**config.mk**
```make
export PLATFORM = sky130hd
export DESIGN_NAME = icache_dm
export DESIGN_NICKNAME = d
export VERILOG_FILES = /design/src/rtl/icache_dm_pkg.sv /design/src/rtl/icache_refill_fsm.sv /design/src/rtl/icache_dm.sv
export SDC_FILE = /design/constraint.sdc
export NUM_CORES = 2
export LEC_CHECK = 0
export BUFFER_PORTS_ARGS = -buffer_cell sky130_fd_sc_hd__buf_2
export CORE_ASPECT_RATIO = 1.25
export CORE_MARGIN = 2
export CORE_UTILIZATION = 28
export CTS_CLUSTER_SIZE = 8
export DETAILED_ROUTE_END_ITERATION = 8
export SLEW_MARGIN = 20
export SYNTH_ARGS = -nofsm -noshare
export SYNTH_HDL_FRONTEND = slang
export SYNTH_SLANG_ARGS = --single-unit
```
**constraint.sdc**
```tcl
create_clock -name Clk -period 5.6 [get_ports Clk]
set_clock_uncertainty 0.2 [all_clocks]
set_input_delay 0.56 -clock Clk [delete_from_list [all_inputs] [get_ports Clk]]
set_output_delay 0.56 -clock Clk [all_outputs]
set_load 0.005 [all_outputs]
```
**src/rtl/icache_dm_pkg.sv**
```systemverilog
// Shared definitions for the direct-mapped instruction cache:
// controller state encodings and address-field width helpers.
package icache_dm_pkg;

  typedef enum logic [1:0] {
    IC_IDLE   = 2'd0,
    IC_REFILL = 2'd1,
    IC_COMMIT = 2'd2
  } ic_state_e;

  // Byte-offset width: 2 byte-select bits plus the word-select bits.
  function automatic int ic_off_w(input int words_per_line);
    return 2 + $clog2(words_per_line);
  endfunction

  function automatic int ic_idx_w(input int lines);
    return $clog2(lines);
  endfunction

  function automatic int ic_tag_w(input int addr_w, input int lines, input int words_per_line);
    return addr_w - ic_off_w(words_per_line) - ic_idx_w(lines);
  endfunction

endpackage

```
**src/rtl/icache_refill_fsm.sv**
```systemverilog
// Line-refill controller: latches the missing line, walks its words over the
// req/ack memory handshake, then commits the line (tracking invalidates seen meanwhile).
module icache_refill_fsm
  import icache_dm_pkg::*;
#(
  parameter int WORDS_PER_LINE = 4,
  parameter int ADDR_W         = 32
) (
  input  logic                              Clk,
  input  logic                              Rst,
  input  logic                              i_start,
  input  logic [ADDR_W-1:0]                 i_line_addr,
  input  logic                              i_inval,
  input  logic                              i_mem_ack,
  output ic_state_e                         o_state,
  output logic [$clog2(WORDS_PER_LINE)-1:0] o_cnt,
  output logic [ADDR_W-1:0]                 o_base,
  output logic                              o_mem_req,
  output logic [ADDR_W-1:0]                 o_mem_addr,
  output logic                              o_data_we,
  output logic                              o_commit_set
);

  localparam int OFF_W = ic_off_w(WORDS_PER_LINE);
  localparam int WRD_W = $clog2(WORDS_PER_LINE);
  localparam logic [WRD_W-1:0] CNT_ONE  = WRD_W'(1);
  localparam logic [WRD_W-1:0] CNT_LAST = WRD_W'(WORDS_PER_LINE - 1);

  ic_state_e         state_q, state_d;
  logic [WRD_W-1:0]  cnt_q, cnt_d, cnt_nxt;
  logic [ADDR_W-1:0] base_q, base_d;
  logic              pend_q, pend_d;
  logic              req_q, req_d;
  logic [ADDR_W-1:0] addr_q, addr_d;

  assign cnt_nxt = cnt_q + CNT_ONE;

  // Next-state, counter and handshake computation.
  always_comb begin
    state_d = state_q;
    cnt_d   = cnt_q;
    base_d  = base_q;
    pend_d  = pend_q;
    req_d   = req_q;
    addr_d  = addr_q;
    case (state_q)
      IC_IDLE: begin
        pend_d = 1'b0;
        if (i_start) begin
          state_d = IC_REFILL;
          base_d  = i_line_addr;
          cnt_d   = '0;
          req_d   = 1'b1;
          addr_d  = i_line_addr;
        end else begin
          state_d = IC_IDLE;
        end
      end
      IC_REFILL: begin
        if (i_inval) begin
          pend_d = 1'b1;
        end else begin
          pend_d = pend_q;
        end
        if (i_mem_ack) begin
          cnt_d = cnt_nxt;
          // Request stays up across back-to-back acks; drop it only after the last word.
          if (cnt_q == CNT_LAST) begin
            state_d = IC_COMMIT;
            req_d   = 1'b0;
          end else begin
            addr_d = {base_q[ADDR_W-1:OFF_W], cnt_nxt, 2'b00};
          end
        end else begin
          cnt_d = cnt_q;
        end
      end
      IC_COMMIT: begin
        pend_d  = 1'b0;
        state_d = IC_IDLE;
      end
      default: begin
        state_d = IC_IDLE;
        cnt_d   = '0;
        pend_d  = 1'b0;
        req_d   = 1'b0;
      end
    endcase
  end

  // Controller state registers.
  always_ff @(posedge Clk or negedge Rst) begin
    if (!Rst) begin
      state_q <= IC_IDLE;
      cnt_q   <= '0;
      base_q  <= '0;
      pend_q  <= 1'b0;
      req_q   <= 1'b0;
      addr_q  <= '0;
    end else begin
      state_q <= state_d;
      cnt_q   <= cnt_d;
      base_q  <= base_d;
      pend_q  <= pend_d;
      req_q   <= req_d;
      addr_q  <= addr_d;
    end
  end

  assign o_state      = state_q;
  assign o_cnt        = cnt_q;
  assign o_base       = base_q;
  assign o_mem_req    = req_q;
  assign o_mem_addr   = addr_q;
  assign o_data_we    = (state_q == IC_REFILL) & i_mem_ack;
  assign o_commit_set = (state_q == IC_COMMIT) & ~pend_q & ~i_inval;

endmodule

```
**src/rtl/icache_dm.sv**
```systemverilog
// Direct-mapped read-only instruction cache: tag/data arrays, combinational
// hit path to fetch, and a refill controller toward the backing memory.
module icache_dm
  import icache_dm_pkg::*;
#(
  parameter int LINES          = 16,
  parameter int WORDS_PER_LINE = 4,
  parameter int ADDR_W         = 32
) (
  input  logic              Clk,
  input  logic              Rst,
  input  logic              i_req,
  input  logic [ADDR_W-1:0] i_addr,
  input  logic              i_inval,
  output logic [31:0]       o_instr,
  output logic              o_miss,
  output logic              o_mem_req,
  output logic [ADDR_W-1:0] o_mem_addr,
  input  logic              i_mem_ack,
  input  logic [31:0]       i_mem_data
);

  localparam int OFF_W = ic_off_w(WORDS_PER_LINE);
  localparam int IDX_W = ic_idx_w(LINES);
  localparam int TAG_W = ic_tag_w(ADDR_W, LINES, WORDS_PER_LINE);
  localparam int WRD_W = $clog2(WORDS_PER_LINE);

  logic [LINES-1:0]       valid_q, valid_d;
  logic [TAG_W-1:0]       tag_mem  [LINES];
  logic [31:0]            data_mem [LINES*WORDS_PER_LINE];

  ic_state_e              state_s;
  logic [WRD_W-1:0]       cnt_s;
  logic [ADDR_W-1:0]      base_s;
  logic                   data_we_s;
  logic                   commit_set_s;

  logic [IDX_W-1:0]       req_idx_s, fill_idx_s;
  logic [TAG_W-1:0]       req_tag_s, fill_tag_s;
  logic [WRD_W-1:0]       req_word_s;
  logic [ADDR_W-1:0]      line_addr_s;
  logic                   lookup_hit_s, hit_s;
  logic                   unused_bits;

  assign req_idx_s   = i_addr[OFF_W +: IDX_W];
  assign req_tag_s   = i_addr[ADDR_W-1 -: TAG_W];
  assign req_word_s  = i_addr[2 +: WRD_W];
  assign line_addr_s = {i_addr[ADDR_W-1:OFF_W], {OFF_W{1'b0}}};
  assign fill_idx_s  = base_s[OFF_W +: IDX_W];
  assign fill_tag_s  = base_s[ADDR_W-1 -: TAG_W];
  assign unused_bits = ^{i_addr[1:0], base_s[OFF_W-1:0]};

  // Lookup ignores the controller state; the hit seen by fetch is only honoured in IDLE.
  assign lookup_hit_s = valid_q[req_idx_s] & (tag_mem[req_idx_s] == req_tag_s);
  assign hit_s        = lookup_hit_s & (state_s == IC_IDLE);

  assign o_miss  = (i_req & ~hit_s) | (state_s != IC_IDLE);
  assign o_instr = hit_s ? data_mem[{req_idx_s, req_word_s}] : 32'h0000_0000;

  icache_refill_fsm #(
    .WORDS_PER_LINE (WORDS_PER_LINE),
    .ADDR_W         (ADDR_W)
  ) u_refill (
    .Clk          (Clk),
    .Rst          (Rst),
    .i_start      (i_req & ~lookup_hit_s),
    .i_line_addr  (line_addr_s),
    .i_inval      (i_inval),
    .i_mem_ack    (i_mem_ack),
    .o_state      (state_s),
    .o_cnt        (cnt_s),
    .o_base       (base_s),
    .o_mem_req    (o_mem_req),
    .o_mem_addr   (o_mem_addr),
    .o_data_we    (data_we_s),
    .o_commit_set (commit_set_s)
  );

  // Valid-bit update: a flush wins; the line in flight is kept out by the pending flag.
  always_comb begin
    valid_d = valid_q;
    if (i_inval) begin
      valid_d = '0;
    end else if (commit_set_s) begin
      valid_d[fill_idx_s] = 1'b1;
    end else begin
      valid_d = valid_q;
    end
  end

  // Valid bits are the only array state that reset clears.
  always_ff @(posedge Clk or negedge Rst) begin
    if (!Rst) begin
      valid_q <= '0;
    end else begin
      valid_q <= valid_d;
    end
  end

  // Tag and data arrays: synchronous write, no reset.
  always_ff @(posedge Clk) begin
    if (data_we_s) begin
      data_mem[{fill_idx_s, cnt_s}] <= i_mem_data;
    end
    if (commit_set_s) begin
      tag_mem[fill_idx_s] <= fill_tag_s;
    end
  end

endmodule

```
==> impl_metrics.ini <==
[cts]
tritoncts.num_buffers = 354
cts-htree-levels = 5
cts-root-to-sink-buffers = 4
tritoncts_clock_tree = done
numClockSinks = 2512
insertion_delay_ps = 890
cts_root_buffer = sky130_fd_sc_hd__clkbuf_16
clock_transition_at_the_registers_of_the_reported_paths_ps = 50

[power_and_ir_drop]
power.share.clock_pct = 42.1
p_sw_uw = 10500
netSwitchingFraction_pct = 23.2
power.density_mw_per_mm2 = 392
p_int_uw = 34700
comb_power_share_pct = 8.0
power.static_leakage_uw = 0.0359
vdd.ir_drop.worst_mv = 0.289
sequentialPowerShare_pct = 49.9

[layout]
nets = 4538
multi_input_comb_area_mm2 = 0.0213
nFillCells = 31800
mostFrequentLayoutCell = sky130_fd_sc_hd__edfxtp_1
layout-drive-gt1-share_pct = 36.5
most_used_cells_in_the_layout_excluding_fill_and_tap_cells = 2432 x sky130_fd_sc_hd__edfxtp_1, 759 x sky130_fd_sc_hd__mux4_2, 357 x sky130_fd_sc_hd__clkbuf_16
design_area_mm2 = 0.115
synthToLayoutAreaGrowth_pct = 19.1
area.sequential_mm2 = 0.0750

[timing]
setup-violations-final = 0
finalCriticalPeriod_ps = 5210
timing.final.crit_share_pct = 93.1
grt_setup_unrepaired = no
final.hold.worst_slack_ps = -8.66
final_critical_path_setup_slack_ps = 386
maxClockFrequency_mhz = 192
maxSlewHeadroom_pct = 19.1
tns_ps = 0
report.final.hold_viol_count = 4
tightest_slew_ps = 1210
drv_slew = 0

[drt]
detail_route.drc_violations = 0
drt_first_iter_violations = 5061
wl_per_cell_um = 28.1
detail_route.first_pass.iterations = 6
drt-vias-per-instance = 4.96
detail_route.wirelength_um = 257000
num_vias = 45500
antenna_violating_nets_post_route = 0

[status]
status = complete, but fails checks
violations_in_the_final_reports = negative hold slack

[logic_synthesis]
synth.yosys.warnings = 0
synth_top_flop_cell = sky130_fd_sc_hd__edfxtp_1
synth_simple_gate_area_share_pct = 1.11
ys_types = 62
yosys-mux-area-fraction_pct = 19.4
synth_enable_flop_cells = 2432
synth_seq_cells = 2512
synth_compound_gate_area_share_pct = 0.500
yosysSeqAreaShare_pct = 77.6
synth_area_mm2 = 0.0967
async_flop_share_pct = 3.18
post_synth_fa_ha_maj_area_fraction_pct = 0.0129
avgSynthCellArea_um2 = 24.4
synth_top_family_by_area = multiplexers
synth_xor_xnor_area_share_pct = 0.308
syn-instance-count = 3957

[setup_path]
path_buf_inv = 2
timing.critical_path.fanout_max = 9
startpoint_type_of_the_worst_setup_path = flip-flop
crit_path_top_delay_cell = sky130_fd_sc_hd__nor2b_1
crit_family = simple AND/OR/NAND/NOR gates
path_class = flip-flop to output pin
cp_data_arrival_time_ps = 4450
highest_cell_delay_on_the_worst_timing_path_ps = 570
crit_path_frequent_cell = sky130_fd_sc_hd__mux4_2
critPathCaptureType = output pin
timing.critical_path.cells = mux4_2 > mux4_2 > xnor2_1 > or3b_2 > nor4_1 > buf_4 > nand3_4 > nor2b_1 > buf_2
critical_path_required_ps = 4840

[floorplanning]
design.die.area_mm2 = 0.350
die_height_um = 661
top_level_pins = 135
coreArea_mm2 = 0.344
die_x_um = 530
floorplan.rows = 241
initial_core_util_pct = 28.1

[global_route]
grt_max_degree = 100
global_route.overflow_total = 0
global_route_usage_over_all_layers_pct = 14.5
first_global_vias = 47200
first_pass_grt_wire_length_um = 360000
grt_antenna_before_repair = 23

[run]
maxCapViolations = 0

[placed_design]
final_wtd_congestion = 0.755
place.detailed.hpwl_um = 146000
numPortBuffers = 130
post_dp_cell_area_mm2 = 0.105
preCtsSetupSlack_ps = 501

[worst_hold_path]
hold_path.class = primary input to flip-flop
[metal layers]
| layer | global-route usage, % | wire [um] | vias up |
|---|---|---|---|
| li1 | - | - | 18000 |
| met1 | 18.7 | 101000 | 25000 |
| met2 | 24.1 | 127000 | 1953 |
| met3 | 2.95 | 20100 | 489 |
| met4 | 5.03 | 8790 | 10 |
| met5 | 0 | 65 | - |
[cell families after synthesis]
group | after synthesis
compound gates | 62
simple gates | 219
mux | 909
xor+xnor | 34
buf+inv | 219
fa+ha+maj | 1
flops | 2512
other cells | 1
[sequential cells by signal, summed over array words and instances (netlist names)]
register             cells
data_mem              2048
tag_mem                384
u_refill.o_base         28
u_refill.o_cnt           2
u_refill.o_mem_addr     30
u_refill.o_mem_req       1
u_refill.o_state         2
u_refill.pend_q          1
valid_q                 16
[power groups by stage]
stage | registers (uW) | clock network [uW] | logic [uW]
2_1_floorplan | 22500 | 0 | 2040
3_3_place_gp | 22800 | 0 | 3550
3_5_place_dp | 22900 | 0 | 3620
4_1_cts | 22500 | 19400 | 3640
5_1_grt | 22600 | 20100 | 3820
6_report | 22500 | 19000 | 3600
[per-stage QoR]
stage | power (uW) | utilization, % | hold slack [ps] | instances
after floorplan | 24600 | - | 64.4 | 3958
after global placement | 26300 | 30.5 | 256 | 8686
after detailed placement | 26500 | 30.5 | 263 | 8694
after CTS | 45500 | 33.4 | 33.5 | 9143
after global routing | 46500 | 33.5 | 4.22 | 9154
final | 45100 | 33.5 | -8.66 | 9161
[worst paths after layout]
check,from,to,slack (ps),depth (start not counted)
worst min register to register,valid_q[14],valid_q[14],280,1
max in group asynchronous,Rst,u_refill.o_base[9],4480,2
worst max register to register,u_refill.o_cnt[0],data_mem[1][8],1340,4
min in group asynchronous,Rst,u_refill.o_base[12],140,2
worst min-delay path,i_mem_data[30],data_mem[55][30],-9,1
worst max-delay path,tag_mem[6][9],o_instr[26],390,9
[timing repair]
action                                  4_1_cts  5_1_grt
hold endpoints to repair                    134       39
endpoints found under the setup margin        0        0
hold buffers                                 28        4
buffers inserted                              0        0
gates resized for setup                       0        0
[cell usage after synthesis (all sizes together) (2+ instances only)]
| cell | instances | area share, % |
|---|---|---|
| clkbuf | 155 | 0.60 |
| inv | 8 | 0.031 |
| or3b | 2 | 0.018 |
| nor3 | 7 | 0.036 |
| o21ai | 4 | 0.021 |
| mux2i | 57 | 0.59 |
| a31oi | 2 | 0.013 |
| or2 | 4 | 0.026 |
| nand3b | 3 | 0.023 |
| nor2 | 107 | 0.43 |
| a211oi | 3 | 0.023 |
| xnor2 | 25 | 0.23 |
| xor2 | 9 | 0.082 |
| a221oi | 6 | 0.054 |
| nand2b | 5 | 0.032 |
| a22oi | 2 | 0.016 |
| nand3 | 11 | 0.057 |
| nor2b | 39 | 0.25 |
| and3 | 2 | 0.013 |
| a21oi | 3 | 0.016 |
| dfrtp | 80 | 2.1 |
| nand4b | 3 | 0.027 |
| a221o | 3 | 0.031 |
| a22o | 3 | 0.027 |
| nand4 | 3 | 0.019 |
| nand2 | 21 | 0.082 |
| o22ai | 8 | 0.052 |
| edfxtp | 2432 | 76 |
| mux4 | 759 | 18 |
| nor3b | 2 | 0.016 |
| or4 | 4 | 0.031 |
| a21o | 16 | 0.12 |
| mux2 | 93 | 1.2 |
| dlygate4sd1 | 2 | 0.018 |
| o32ai | 3 | 0.027 |
| buf | 54 | 0.36 |
[cell type report]
| cell class | count | area share [%] |
|---|---|---|
| repair buffers | 365 | 2.96 |
| well taps | 4617 | 5.02 |
| diodes | 11 | 0.0239 |
| inverters | 8 | 0.0261 |
| multi-input cells | 1227 | 18.5 |
| clock inverters | 28 | 0.490 |
| clock buffers | 393 | 7.87 |
| flip-flops and latches | 2512 | 65.1 |
Power figures use the tool's default switching activity.
